**config.mk**
```make
export PLATFORM = sky130hd
export DESIGN_NAME = lcd_val_sched
export DESIGN_NICKNAME = d
export VERILOG_FILES = /design/src/rtl/lcd_sched_pkg.sv /design/src/rtl/lcd_testpat_gen.sv /design/src/rtl/lcd_val_sched.sv
export SDC_FILE = /design/constraint.sdc
export NUM_CORES = 1
export LEC_CHECK = 0
export BUFFER_PORTS_ARGS = -buffer_cell sky130_fd_sc_hd__buf_2
export CAP_MARGIN = 30
export CORE_MARGIN = 5
export CORE_UTILIZATION = 26
export DETAILED_ROUTE_END_ITERATION = 6
export GPL_TIMING_DRIVEN = 0
export SETUP_SLACK_MARGIN = 0.4
export SYNTH_ARGS = -nofsm -noshare
export SYNTH_HDL_FRONTEND = slang
export SYNTH_SLANG_ARGS = --single-unit
```
**constraint.sdc**
```tcl
create_clock -name clk -period 2.78 [get_ports clk]
set_clock_uncertainty 0.15 [all_clocks]
set_input_delay 0.139 -clock clk [delete_from_list [all_inputs] [get_ports clk]]
set_output_delay 0.139 -clock clk [all_outputs]
set_load 0.01 [all_outputs]
```
**src/rtl/lcd_sched_pkg.sv**
```systemverilog
// Shared types, widths and digit sanitising for the LCD value scheduler.
package lcd_sched_pkg;

    typedef enum logic [2:0] {
        ST_IDLE,
        ST_LOAD,
        ST_SETUP,
        ST_STROBE,
        ST_HOLD
    } state_t;

    localparam int SPO2_W = 12;
    localparam int HR_W   = 12;
    localparam int WATT_W = 20;

    localparam logic [3:0] DIGIT_BLANK = 4'hF;

    // Non-decimal nibbles become the blank glyph understood by lcddrive.
    function automatic logic [3:0] sanitizeNibble(input logic [3:0] d);
        return (d > 4'd9) ? DIGIT_BLANK : d;
    endfunction

endpackage

```
**src/rtl/lcd_testpat_gen.sv**
```systemverilog
// Test-pattern requester: every TP_PERIOD cycles raises a request with all digits = d, then steps d 0..9.
// Latency: request one cycle after the period tick; holds valid and data until ready, digit advances on ready.
module lcd_testpat_gen
    import lcd_sched_pkg::*;
#(
    parameter int TP_PERIOD = 25000000
) (
    input  logic              clk,
    input  logic              resetn,
    input  logic              tpReady,
    output logic              tpValid,
    output logic [SPO2_W-1:0] tpSpo2,
    output logic [HR_W-1:0]   tpHeart,
    output logic [WATT_W-1:0] tpWatt
);

    localparam int PW = (TP_PERIOD > 1) ? $clog2(TP_PERIOD) : 1;
    localparam logic [PW-1:0] PERIOD_LAST = PW'(TP_PERIOD - 1);

    logic [PW-1:0] periodCnt;
    logic [3:0]    digit;
    logic          periodTick;

    assign periodTick = (periodCnt == PERIOD_LAST);

    always_ff @(posedge clk or negedge resetn) begin
        if (!resetn) begin
            periodCnt <= '0;
            digit     <= 4'd0;
            tpValid   <= 1'b0;
        end else begin
            periodCnt <= periodTick ? '0 : periodCnt + 1'b1;
            if (tpReady) begin
                tpValid <= 1'b0;
                digit   <= (digit == 4'd9) ? 4'd0 : digit + 4'd1;
            end
            // A fresh tick wins over the completing handshake.
            if (periodTick) begin
                tpValid <= 1'b1;
            end
        end
    end

    assign tpSpo2  = {(SPO2_W/4){digit}};
    assign tpHeart = {(HR_W/4){digit}};
    assign tpWatt  = {(WATT_W/4){digit}};

endmodule

```
**src/rtl/lcd_val_sched.sv**
```systemverilog
// Round-robin scheduler for LCD value updates: LOAD, SETUP, stretched VAL_STB, then a hold-off.
// Ready pulses 1 cycle after valid is seen in IDLE; no requests are taken from LOAD until back in IDLE.
// LCD_SCHED_TESTPAT_EN replaces port B with the internal test-pattern generator.
module lcd_val_sched
    import lcd_sched_pkg::*;
#(
    parameter int STB_WIDTH   = 8,
    parameter int HOLDOFF_CYC = 4096,
    parameter int TP_PERIOD   = 25000000
) (
    input  logic              clk,
    input  logic              resetn,
    input  logic              a_valid,
    output logic              a_ready,
    input  logic [SPO2_W-1:0] a_spo2,
    input  logic [HR_W-1:0]   a_heart,
    input  logic [WATT_W-1:0] a_watt,
    input  logic              b_valid,
    output logic              b_ready,
    input  logic [SPO2_W-1:0] b_spo2,
    input  logic [HR_W-1:0]   b_heart,
    input  logic [WATT_W-1:0] b_watt,
    output logic [SPO2_W-1:0] VAL_SPO2,
    output logic [HR_W-1:0]   VAL_HEARTRATE,
    output logic [WATT_W-1:0] VAL_WATT,
    output logic              VAL_STB,
    output logic              busy,
    output logic              last_src
);

    localparam int CNT_MAX = (STB_WIDTH > HOLDOFF_CYC) ? STB_WIDTH : HOLDOFF_CYC;
    localparam int CNT_W   = $clog2(CNT_MAX + 1);
    localparam logic [CNT_W-1:0] STB_LOAD  = CNT_W'(STB_WIDTH - 1);
    localparam logic [CNT_W-1:0] HOLD_LOAD = CNT_W'(HOLDOFF_CYC - 1);

    logic              bValid;
    logic [SPO2_W-1:0] bSpo2;
    logic [HR_W-1:0]   bHeart;
    logic [WATT_W-1:0] bWatt;

`ifdef LCD_SCHED_TESTPAT_EN
    logic unusedBPins;
    assign unusedBPins = ^{b_valid, b_spo2, b_heart, b_watt};

    lcd_testpat_gen #(
        .TP_PERIOD (TP_PERIOD)
    ) u_testpat (
        .clk     (clk),
        .resetn  (resetn),
        .tpReady (b_ready),
        .tpValid (bValid),
        .tpSpo2  (bSpo2),
        .tpHeart (bHeart),
        .tpWatt  (bWatt)
    );
`else
    localparam int unusedTpPeriod = TP_PERIOD;

    assign bValid = b_valid;
    assign bSpo2  = b_spo2;
    assign bHeart = b_heart;
    assign bWatt  = b_watt;
`endif

    state_t            state, nextState;
    logic              grant, rr, pick, anyValid, cntZero;
    logic              stbNext, busyNext;
    logic [CNT_W-1:0]  cnt;
    logic [SPO2_W-1:0] selSpo2, cleanSpo2;
    logic [HR_W-1:0]   selHeart, cleanHeart;
    logic [WATT_W-1:0] selWatt, cleanWatt;

    assign anyValid = a_valid | bValid;
    assign cntZero  = (cnt == '0);
    // On a tie the requester not granted last time wins; a lone requester always wins.
    assign pick     = (a_valid && bValid) ? ~rr : bValid;

    always_comb begin
        selSpo2    = grant ? bSpo2  : a_spo2;
        selHeart   = grant ? bHeart : a_heart;
        selWatt    = grant ? bWatt  : a_watt;
        cleanSpo2  = '0;
        cleanHeart = '0;
        cleanWatt  = '0;
        for (int i = 0; i < SPO2_W/4; i++) cleanSpo2[i*4 +: 4]  = sanitizeNibble(selSpo2[i*4 +: 4]);
        for (int i = 0; i < HR_W/4; i++)   cleanHeart[i*4 +: 4] = sanitizeNibble(selHeart[i*4 +: 4]);
        for (int i = 0; i < WATT_W/4; i++) cleanWatt[i*4 +: 4]  = sanitizeNibble(selWatt[i*4 +: 4]);
    end

    always_ff @(posedge clk or negedge resetn) begin
        if (!resetn) state <= ST_IDLE;
        else         state <= nextState;
    end

    always_comb begin
        nextState = state;
        case (state)
            ST_IDLE:   if (anyValid) nextState = ST_LOAD;
            ST_LOAD:   nextState = ST_SETUP;
            ST_SETUP:  nextState = ST_STROBE;
            ST_STROBE: if (cntZero) nextState = ST_HOLD;
            ST_HOLD:   if (cntZero) nextState = ST_IDLE;
            default:   nextState = ST_IDLE;
        endcase
    end

    always_comb begin
        a_ready  = (state == ST_LOAD) && !grant;
        b_ready  = (state == ST_LOAD) &&  grant;
        stbNext  = (nextState == ST_STROBE);
        busyNext = (nextState != ST_IDLE);
    end

    always_ff @(posedge clk or negedge resetn) begin
        if (!resetn) begin
            grant         <= 1'b0;
            rr            <= 1'b1;
            cnt           <= '0;
            VAL_SPO2      <= '0;
            VAL_HEARTRATE <= '0;
            VAL_WATT      <= '0;
            VAL_STB       <= 1'b0;
            busy          <= 1'b0;
            last_src      <= 1'b0;
        end else begin
            VAL_STB <= stbNext;
            busy    <= busyNext;
            if (state == ST_IDLE && anyValid) begin
                grant <= pick;
                rr    <= pick;
            end
            if (state == ST_LOAD) begin
                VAL_SPO2      <= cleanSpo2;
                VAL_HEARTRATE <= cleanHeart;
                VAL_WATT      <= cleanWatt;
                last_src      <= grant;
            end
            // One down-counter serves both the strobe width and the hold-off.
            if (state == ST_SETUP)                cnt <= STB_LOAD;
            else if (state == ST_STROBE && cntZero) cnt <= HOLD_LOAD;
            else if (!cntZero)                    cnt <= cnt - 1'b1;
        end
    end

endmodule

```
==> flow_metrics.tcl, run 1 <==
set metrics [dict create \
    worst_pin_slew_ps 866 \
    htreeDepth 3 \
    synth_area_per_cell_um2 9.44 \
    drv_slew 0 \
    die_y_um 123 \
    routed_wl_um 12600 \
    hpwl_um 8260 \
    grtUsageTotal 0.165 \
    crit_path_max_fanout 6 \
    rows 41 \
    crit_family "simple AND/OR/NAND/NOR gates" \
    synthDistinctLibCells 42 \
    first_iter_violations 179 \
    crit_required_ps 2890 \
    drtPass1Iterations 4 \
    start_kind "register" \
    gp_congestion 0.835 \
    diodes 0 \
    die_area_um2 15000 \
    end_kind "register" \
    vias_per_cell 4.76 \
    synth_edf_count 0 \
    cp.arrival_ps 2500 \
    outcome "finished, final reports clean" \
    final_util 0.433 \
    numCtsBuffers 9 \
    critPathKind "register to register" \
    pin_count 141 \
    grt_pass1_vias 3656 \
    synth_ff_type "dfrtp_1" \
    synth_top_area_share 0.486 \
    grt_first_pass_wirelength_um 18800 \
    max_freq_mhz 418 \
    rsz0062_at_grt "true" \
    clk_pin_slew_ps 60 \
    cpMaxStageDelayCell "or4_4" \
    drive_above_1_share 0.326 \
    yosys-top-cells-area "dfrtp_1 49%, mux2i_1 10%, a21oi_1 7.4%" \
    leakagePower_uw 0.00236 \
    nets 670 \
    ff_latch_area_um2 1630 \
    ys_async_sr_fraction 1.00 \
    fp.dieW_um 123 \
    route.detailed.drc 0 \
    yosys.area.top_type "dfrtp_1" \
    io_buffer_count 140 \
    fin_crit_ps 2390 \
    yosysWarnings 0 \
    cap_viol_max_count 0 \
    path_cells "inv_2 -> ha_4 -> or3b_4 -> buf_8 -> or4_4 -> buf_6 -> a221o_1 -> a21oi_2" \
    tritoncts "done" \
    syn_nets 442 \
    min_path_type "input port to register" \
    multi_input_area_um2 1640 \
    critPathMaxStageDelay_ps 470 \
    syn_to_final_growth_pct 64.3 \
    wl_per_cell_um 16.7 \
    maxSlewHeadroom 0.422 \
    setup_viol_count_final 0 \
    power_density_nw_per_um2 490 \
    synthMostInstantiatedCell "dfrtp_1" \
    peakVddDrop_v 0.000288 \
    start_util 0.263 \
    insertion_delay_ps 330 \
    numClockSinks 65 \
    hold_slack_ps 13.3 \
    synthesis.area_um2 3300 \
    nFillCells 1249 \
    yosysSeqAreaShare 0.494 \
    core_um2 12500 \
    grt_max_degree 66 \
    yosys_register_bits 65 \
    syn-instance-count 349 \
    cp_num_buf_inv 3 \
    synth_common_cells "64 x dfrtp_1, 49 x a21oi_1, 49 x nor2_1" \
    antenna_left 0 \
    cts_buffer_depth 2 \
    vias 3586 \
    hold_viol_final 0 \
    grt_overflow 0 \
    antenna_found_initial 0 \
    cts_root_buf "clkbuf_16" \
    period_share 0.860 \
]
## final timing paths
path / startpoint / slack (ps) / depth (start not counted) / endpoint
setup / recovery: cnt[0] / 390 / 8 / cnt[3]
hold / removal: a_watt[9] / 10 / 3 / VAL_WATT[9]
setup reg to reg: cnt[0] / 390 / 8 / cnt[3]
hold reg to reg: VAL_WATT[15] / 330 / 2 / VAL_WATT[15]
max in group asynchronous: resetn / 1570 / 2 / grant
min in group asynchronous: resetn / 320 / 2 / VAL_SPO2[9]
## per-stage QoR
| stage | std cells | cell area (µm²) | power (µW) | setup TNS [ps] | worst slack (ps) |
|---|---|---|---|---|---|
| floorplan | 349 | 3300 | 1100 | 0 | 406 |
| global placement | 661 | 4210 | 1250 | -36.7 | -36.7 |
| detailed placement | 661 | 4210 | 1250 | -70.9 | -65.5 |
| CTS | 754 | 5360 | 2680 | 0 | 284 |
| global route | 754 | 5410 | 2760 | 0 | 304 |
| finish | 754 | 5410 | 2650 | 0 | 389 |
## sequential cells by signal (all words and copies together) (netlist names)
register	cells
busy	1
rr	1
VAL_HEARTRATE	12
VAL_SPO2	12
state	3
cnt	13
last_src	1
grant	1
VAL_STB	1
VAL_WATT	20
## placed cells by master (no fill, tap or decap), types with 2 or more instances in the layout
master | Yosys | layout
inv_1 | 4 | 2
dfrtp_1 | 64 | 63
mux2i_1 | 34 | 34
nor2_1 | 49 | 48
clkbuf_2 | 0 | 3
bufinv_16 | 0 | 3
nor4_1 | 5 | 3
o21ai_0 | 21 | 20
clkbuf_1 | 14 | 9
or3_1 | 3 | 3
buf_6 | 1 | 2
a211oi_1 | 7 | 6
buf_1 | 3 | 2
a21oi_1 | 49 | 49
nor2b_1 | 10 | 10
dlygate4sd3_1 | 0 | 70
and3_1 | 10 | 10
nand2b_1 | 3 | 3
or4_4 | 2 | 2
clkinv_4 | 0 | 2
inv_2 | 0 | 2
clkbuf_16 | 0 | 9
buf_4 | 0 | 7
o211ai_1 | 9 | 9
or4_1 | 3 | 3
nor3_1 | 11 | 10
a21o_1 | 4 | 4
xnor2_1 | 4 | 4
nand2_1 | 18 | 18
buf_2 | 2 | 142
## worst register-to-register path, delay by kind of cell, from the launching register on
kind | cells | cell delay (ps)
fa+ha+maj | 1 | 130
buf+inv | 3 | 370
compound gates | 2 | 430
flops | 1 | 390
simple gates | 2 | 850
## power breakdown
group	leakage (µW)	internal [µW]	switching, µW
sequential	0.000718	985	19.9
combinational	0.00147	171	139
clock	0.000169	903	433
## kinds of logic (layout without fill, tap and decap cells)
logic type | Yosys count | after routing | synth area share
AO/OA/AOI/OAI | 100 | 100 | 0.177
XOR/XNOR | 4 | 4 | 0.0106
flip-flops | 65 | 65 | 0.494
multiplexers | 34 | 34 | 0.103
buffers and inverters | 24 | 257 | 0.0304
adder cells (fa/ha/maj) | 1 | 1 | 0.00380
AND/OR/NAND/NOR | 121 | 121 | 0.181
## area by class of cell
cell class                 count  share of cell area
inverter                       4             0.00277
multi-input combinational    260               0.302
clock inverter                 6              0.0213
tap                          172              0.0398
timing repair buffer         217               0.270
sequential                    65               0.301
buffer                        20              0.0194
clock buffer                  10              0.0441
## metal layers
layer / track usage / wire [µm] / vias up
met4: 0.0546 / 292 / 0
met1: 0.205 / 5370 / 1718
met5: 0 / 0 / -
li1: - / - / 1716
met3: 0.0382 / 757 / 26
met2: 0.283 / 6180 / 126
## repair_timing
| item | 4_1_cts | 5_1_grt |
|---|---|---|
| gates resized for setup | 14 | 16 |
| hold buffers | 70 | 0 |
| setup buffers | 7 | 0 |
| pin swaps | 4 | 5 |
| hold endpoints to repair | 105 | 0 |
| endpoints found under the setup margin | 54 | 31 |
Power figures use the tool's default switching activity.
==> run 2: changes to the inputs <==
CELL_PAD_IN_SITES_DETAIL_PLACEMENT = 1   (was unset)
CELL_PAD_IN_SITES_GLOBAL_PLACEMENT = 2   (was unset)
PLACE_DENSITY_LB_ADDON = 0.1   (was unset)
==> run 2 against run 1 <==
Against the previous run: fmax fell by 1.9%; register-to-register slack got worse by 50 ps; sequential share of layout area rose by 0.22 points; power fell by 7.7%; sequential power barely moved; final area fell by 0.74%; via count barely moved; wire length rose by 2.1%; die area did not move; combinational power rose by 2%; non-clock buffer count rose by 1; flip-flop and latch count did not move; critical endpoint unchanged; largest cell class is now sequential cells; largest power group unchanged.
==> flow_metrics.tcl, run 2 (synthesis gave the netlist of run 1 again) <==
set metrics [dict create \
    rows 41 \
    grtUsageTotal 0.177 \
    cp_num_buf_inv 3 \
    cap_viol_max_count 0 \
    peakVddDrop_v 0.000206 \
    whs_endpoint "VAL_SPO2[1]" \
    htreeDepth 3 \
    grt_first_pass_wirelength_um 20300 \
    nets 671 \
    reg2reg_depth 8 \
    cts_root_buf "clkbuf_16" \
    hpwl_um 8940 \
    diodes 0 \
    layout_common_cells "141 x buf_2, 69 x dlygate4sd3_1, 63 x dfrtp_1" \
    leakagePower_uw 0.00234 \
    fp.dieW_um 123 \
    drive_above_1_share 0.322 \
    grt_overflow 0 \
    clk_pin_slew_ps 60 \
    max_freq_mhz 410 \
    reg_top3 "VAL_WATT x20, cnt x13" \
    outcome "finished, final reports clean" \
    ff2ff_setup_slack_ps 340 \
    grt_max_degree 65 \
    tritoncts "done" \
    hold_viol_final 0 \
    grt_pass1_vias 3905 \
    rsz0062_at_grt "true" \
    pin_count 141 \
    routed_wl_um 12900 \
    crit_path_max_fanout 7 \
    min_path_type "input port to register" \
    die_y_um 123 \
    start_util 0.263 \
    maxSlewHeadroom 0.483 \
    path_cells "inv_2 -> ha_4 -> or3b_4 -> buf_8 -> or4_4 -> buf_8 -> a221o_1 -> a21oi_2" \
    design_area_um2 5370 \
    cts_buffer_depth 2 \
    first_iter_violations 144 \
    vias_per_cell 4.75 \
    insertion_delay_ps 340 \
    r2r_end "cnt[3]" \
    die_area_um2 15000 \
    wl_per_cell_um 17.0 \
    hold_path_depth 3 \
    drtPass1Iterations 4 \
    cpMostUsedCell "buf_8" \
    io_buffer_count 140 \
    reg2reg_from "cnt[1]" \
    critPathKind "register to register" \
    cp.arrival_ps 2550 \
    syn_to_final_growth_pct 63.1 \
    top_register "VAL_WATT" \
    crit_required_ps 2890 \
    layout_commonest_cell "buf_2" \
    drv_slew 0 \
    start_kind "register" \
    route.detailed.drc 0 \
    holdCritStartpoint "a_spo2[1]" \
    cpMaxStageDelayCell "or4_4" \
    crit_family "simple AND/OR/NAND/NOR gates" \
    gp_congestion 0.798 \
    numClockSinks 65 \
    setup_viol_count_final 0 \
    period_share 0.877 \
    power_density_nw_per_um2 455 \
    core_um2 12500 \
    end_kind "register" \
    placed_area_um2 4240 \
    largest_register_ffs 20 \
    vias 3588 \
    numCtsBuffers 9 \
    antenna_found_initial 0 \
    antenna_left 0 \
    fin_crit_ps 2440 \
    worst_pin_slew_ps 775 \
    fin_setup_tns_ps 0 \
    critPathMaxStageDelay_ps 510 \
]
## run 2: tightest hold or removal path: cells and delay by family
kind | cells | cell delay (ps)
AOI/OAI and AO/OA | 1 | 160
buffers and inverters | 1 | 90
muxes | 1 | 60
## run 2: power breakdown
group | switching [µW] | leakage (µW) | internal (µW) | total [µW]
sequential | 19.2 | 0.000718 | 986 | 1000
combinational | 141 | 0.00148 | 174 | 315
clock | 410 | 0.000144 | 716 | 1130
total | 570 | 0.00234 | 1880 | 2450
## run 2: stage by stage
| stage | std cells | hold slack, ps | total power [µW] | setup slack, ps | utilization |
|---|---|---|---|---|---|
| floorplan | 349 | -307 | 1100 | 406 | - |
| global placement | 661 | 213 | 1250 | 55.8 | 0.336 |
| detailed placement | 662 | -210 | 1270 | 28.4 | 0.339 |
| CTS | 753 | 0.344 | 2480 | 341 | 0.425 |
| global route | 755 | 18.4 | 2570 | 255 | 0.429 |
| finish | 755 | 5.40 | 2450 | 342 | 0.429 |
## run 2: final cells by class
class	count	area, µm²
clock buffer	13	250
timing repair buffer	218	1490
buffer	20	111
clock inverter	3	40.0
tap	172	215
inverter	4	15.0
sequential	65	1630
fill	1493	7140
multi-input combinational	260	1630
## run 2: worst max path at each step
stage | from | end | slack, ps | cells after the start
CTS | cnt[1] | cnt[3] | 340 | 8
global placement | cnt[0] | cnt[9] | 60 | 7
global route | cnt[0] | cnt[3] | 250 | 8
finish | cnt[1] | cnt[3] | 340 | 8
floorplan | cnt[0] | cnt[3] | 410 | 8
detailed placement | grant | VAL_WATT[16] | 30 | 5
## run 2: metal layers
layer,track usage,part of all wire,vias to the layer above
li1,-,-,1725
met1,0.216,0.44,1756
met2,0.307,0.50,92
met3,0.0382,0.047,15
met4,0.0609,0.017,0
met5,0,0,-
## run 2: timing repair
item                                   4_1_cts  5_1_grt
pin swaps                                    1        6
setup buffers                                6        2
resized for setup                           17       13
endpoints found under the hold margin      104        0
hold buffers                                69        0
setup endpoints to repair                   56       13
==> run 3: changes to the inputs <==
PLACE_DENSITY = 0.81   (was unset)
PLACE_DENSITY_LB_ADDON = unset   (was 0.1)
==> run 3 against run 2 <==
Against the previous run: setup slack improved by 120 ps; sequential power about the same; clock power about the same; via count decreased by 0.72%; highest routed layer unchanged; critical path depth decreased by 3.
==> flow_metrics.tcl, run 3 (synthesis gave the netlist of run 1 again) <==
set metrics [dict create \
    critPathKind "register to register" \
    syn_to_final_growth_pct 59.3 \
    maxSlewHeadroom 0.437 \
    drtPass1Iterations 4 \
    fin_setup_tns_ps 0 \
    insertion_delay_ps 330 \
    peakVddDrop_v 0.000303 \
    clk_pin_slew_ps 60 \
    drive_above_1_share 0.340 \
    cpMaxStageDelayCell "or4_4" \
    drv_slew 0 \
    wl_per_cell_um 17.9 \
    routed_wl_um 13300 \
    hold_viol_final 0 \
    period_share 0.832 \
    grtUsageTotal 0.181 \
    fin_crit_ps 2310 \
    largest_register_ffs 20 \
    layout_commonest_cell "buf_2" \
    rows 41 \
    reg_top3 "VAL_WATT x20, cnt x13" \
    top_register "VAL_WATT" \
    first_iter_violations 183 \
    rsz0062_at_grt "true" \
    finalPower_uw 2440 \
    placed_area_um2 4210 \
    pin_count 141 \
    power_density_nw_per_um2 464 \
    cp.arrival_ps 2430 \
    vias_per_cell 4.79 \
    route.detailed.drc 0 \
    leakagePower_uw 0.00229 \
    placed_cells 661 \
    fin_cells 744 \
    min_path_type "input port to register" \
    core_um2 12500 \
    numCtsBuffers 9 \
    fp.dieW_um 123 \
    gp_congestion 0.783 \
    cts_root_buf "clkbuf_16" \
    worst_pin_slew_ps 845 \
    critPathMaxStageDelay_ps 570 \
    cap_viol_max_count 0 \
    design_area_um2 5250 \
    max_freq_mhz 432 \
    htreeDepth 3 \
    antenna_found_initial 1 \
    dp_slack_ps 21.8 \
    start_util 0.263 \
    crit_required_ps 2890 \
    outcome "finished, final reports clean" \
    end_kind "register" \
    tritoncts "done" \
    cpMostUsedCell "or4_4" \
    grt_overflow 0 \
    crit_path_max_fanout 5 \
    worst_slack_ps 466 \
    numClockSinks 65 \
    die_y_um 123 \
    layout_common_cells "142 x buf_2, 60 x dfrtp_1, 55 x dlygate4sd3_1" \
    path_cells "or4_4 -> or4_4 -> buf_8 -> a221o_1 -> a21oi_2" \
    die_area_um2 15000 \
    start_kind "register" \
    antenna_left 0 \
    setup_viol_count_final 0 \
    cts_buffer_depth 2 \
    nets 659 \
    grt_pass1_vias 4038 \
    vias 3562 \
    grt_max_degree 66 \
    io_buffer_count 140 \
    grt_first_pass_wirelength_um 21100 \
    hpwl_um 9320 \
]
[run 3: cell count changes in the layout (fill, tap and decap cells not counted), moves of 2 or more]
cell,delta
clkbuf_1,-3
clkbuf_2,+2
dfrtp_2,+3
dlygate4sd3_1,-14
dfrtp_1,-3
nor4_2,-2
buf_4,+3
nor4_4,+2
clkinvlp_4,+2
clkbuf_4,-2
[run 3: area by class of cell]
type	instances	area (µm²)
flip-flops and latches	65	1630
multi-input cells	260	1630
inverters	4	15.0
repair buffers	206	1350
fillers	1491	7270
well taps	172	215
diodes	1	2.50
clock inverters	5	55.1
clock buffers	11	243
plain buffers	20	106
[run 3: critical path, delay by kind of cell (launching register included)]
family | cells | cell delay, ps
and+or+nand+nor | 2 | 1080
buffers and inverters | 1 | 150
AOI/OAI and AO/OA | 2 | 440
DFF | 1 | 420
[run 3: metrics by stage]
step           hold WS (ps)  utilization
2_1_floorplan          -307            -
3_3_place_gp            206        0.336
3_5_place_dp            152        0.337
4_1_cts               0.331        0.416
5_1_grt                14.2        0.420
6_report               8.97        0.420
[run 3: final timing paths]
path	slack, ps	cells past startpoint	start	endpoint
min in group asynchronous	310	2	resetn	VAL_HEARTRATE[6]
max in group asynchronous	1560	2	resetn	grant
hold / removal	9	3	b_heart[9]	VAL_HEARTRATE[9]
setup / recovery	470	5	cnt[9]	cnt[3]
hold reg to reg	330	2	VAL_HEARTRATE[3]	VAL_HEARTRATE[3]
setup reg to reg	470	5	cnt[9]	cnt[3]
[run 3: repair_timing]
item	4_1_cts	5_1_grt
gates cloned	0	0
hold endpoints to repair	97	0
pin swaps	6	5
hold buffers	55	0
endpoints found under the setup margin	57	22
resized for setup	20	9
buffers inserted	7	4
[run 3: power by group]
part	internal, µW	total [µW]	leakage [µW]	switching [µW]
clock	715	1130	0.000142	415
sequential	986	1010	0.000717	22.4
combinational	157	299	0.00143	142
[run 3: routing by layer]
metal  GRT usage  share of wire  up-vias
met4      0.0665          0.023        0
met3      0.0484          0.060       22
met2       0.330           0.51      101
met1       0.201           0.41     1744
li1            -              -     1695
met5           0              0        -
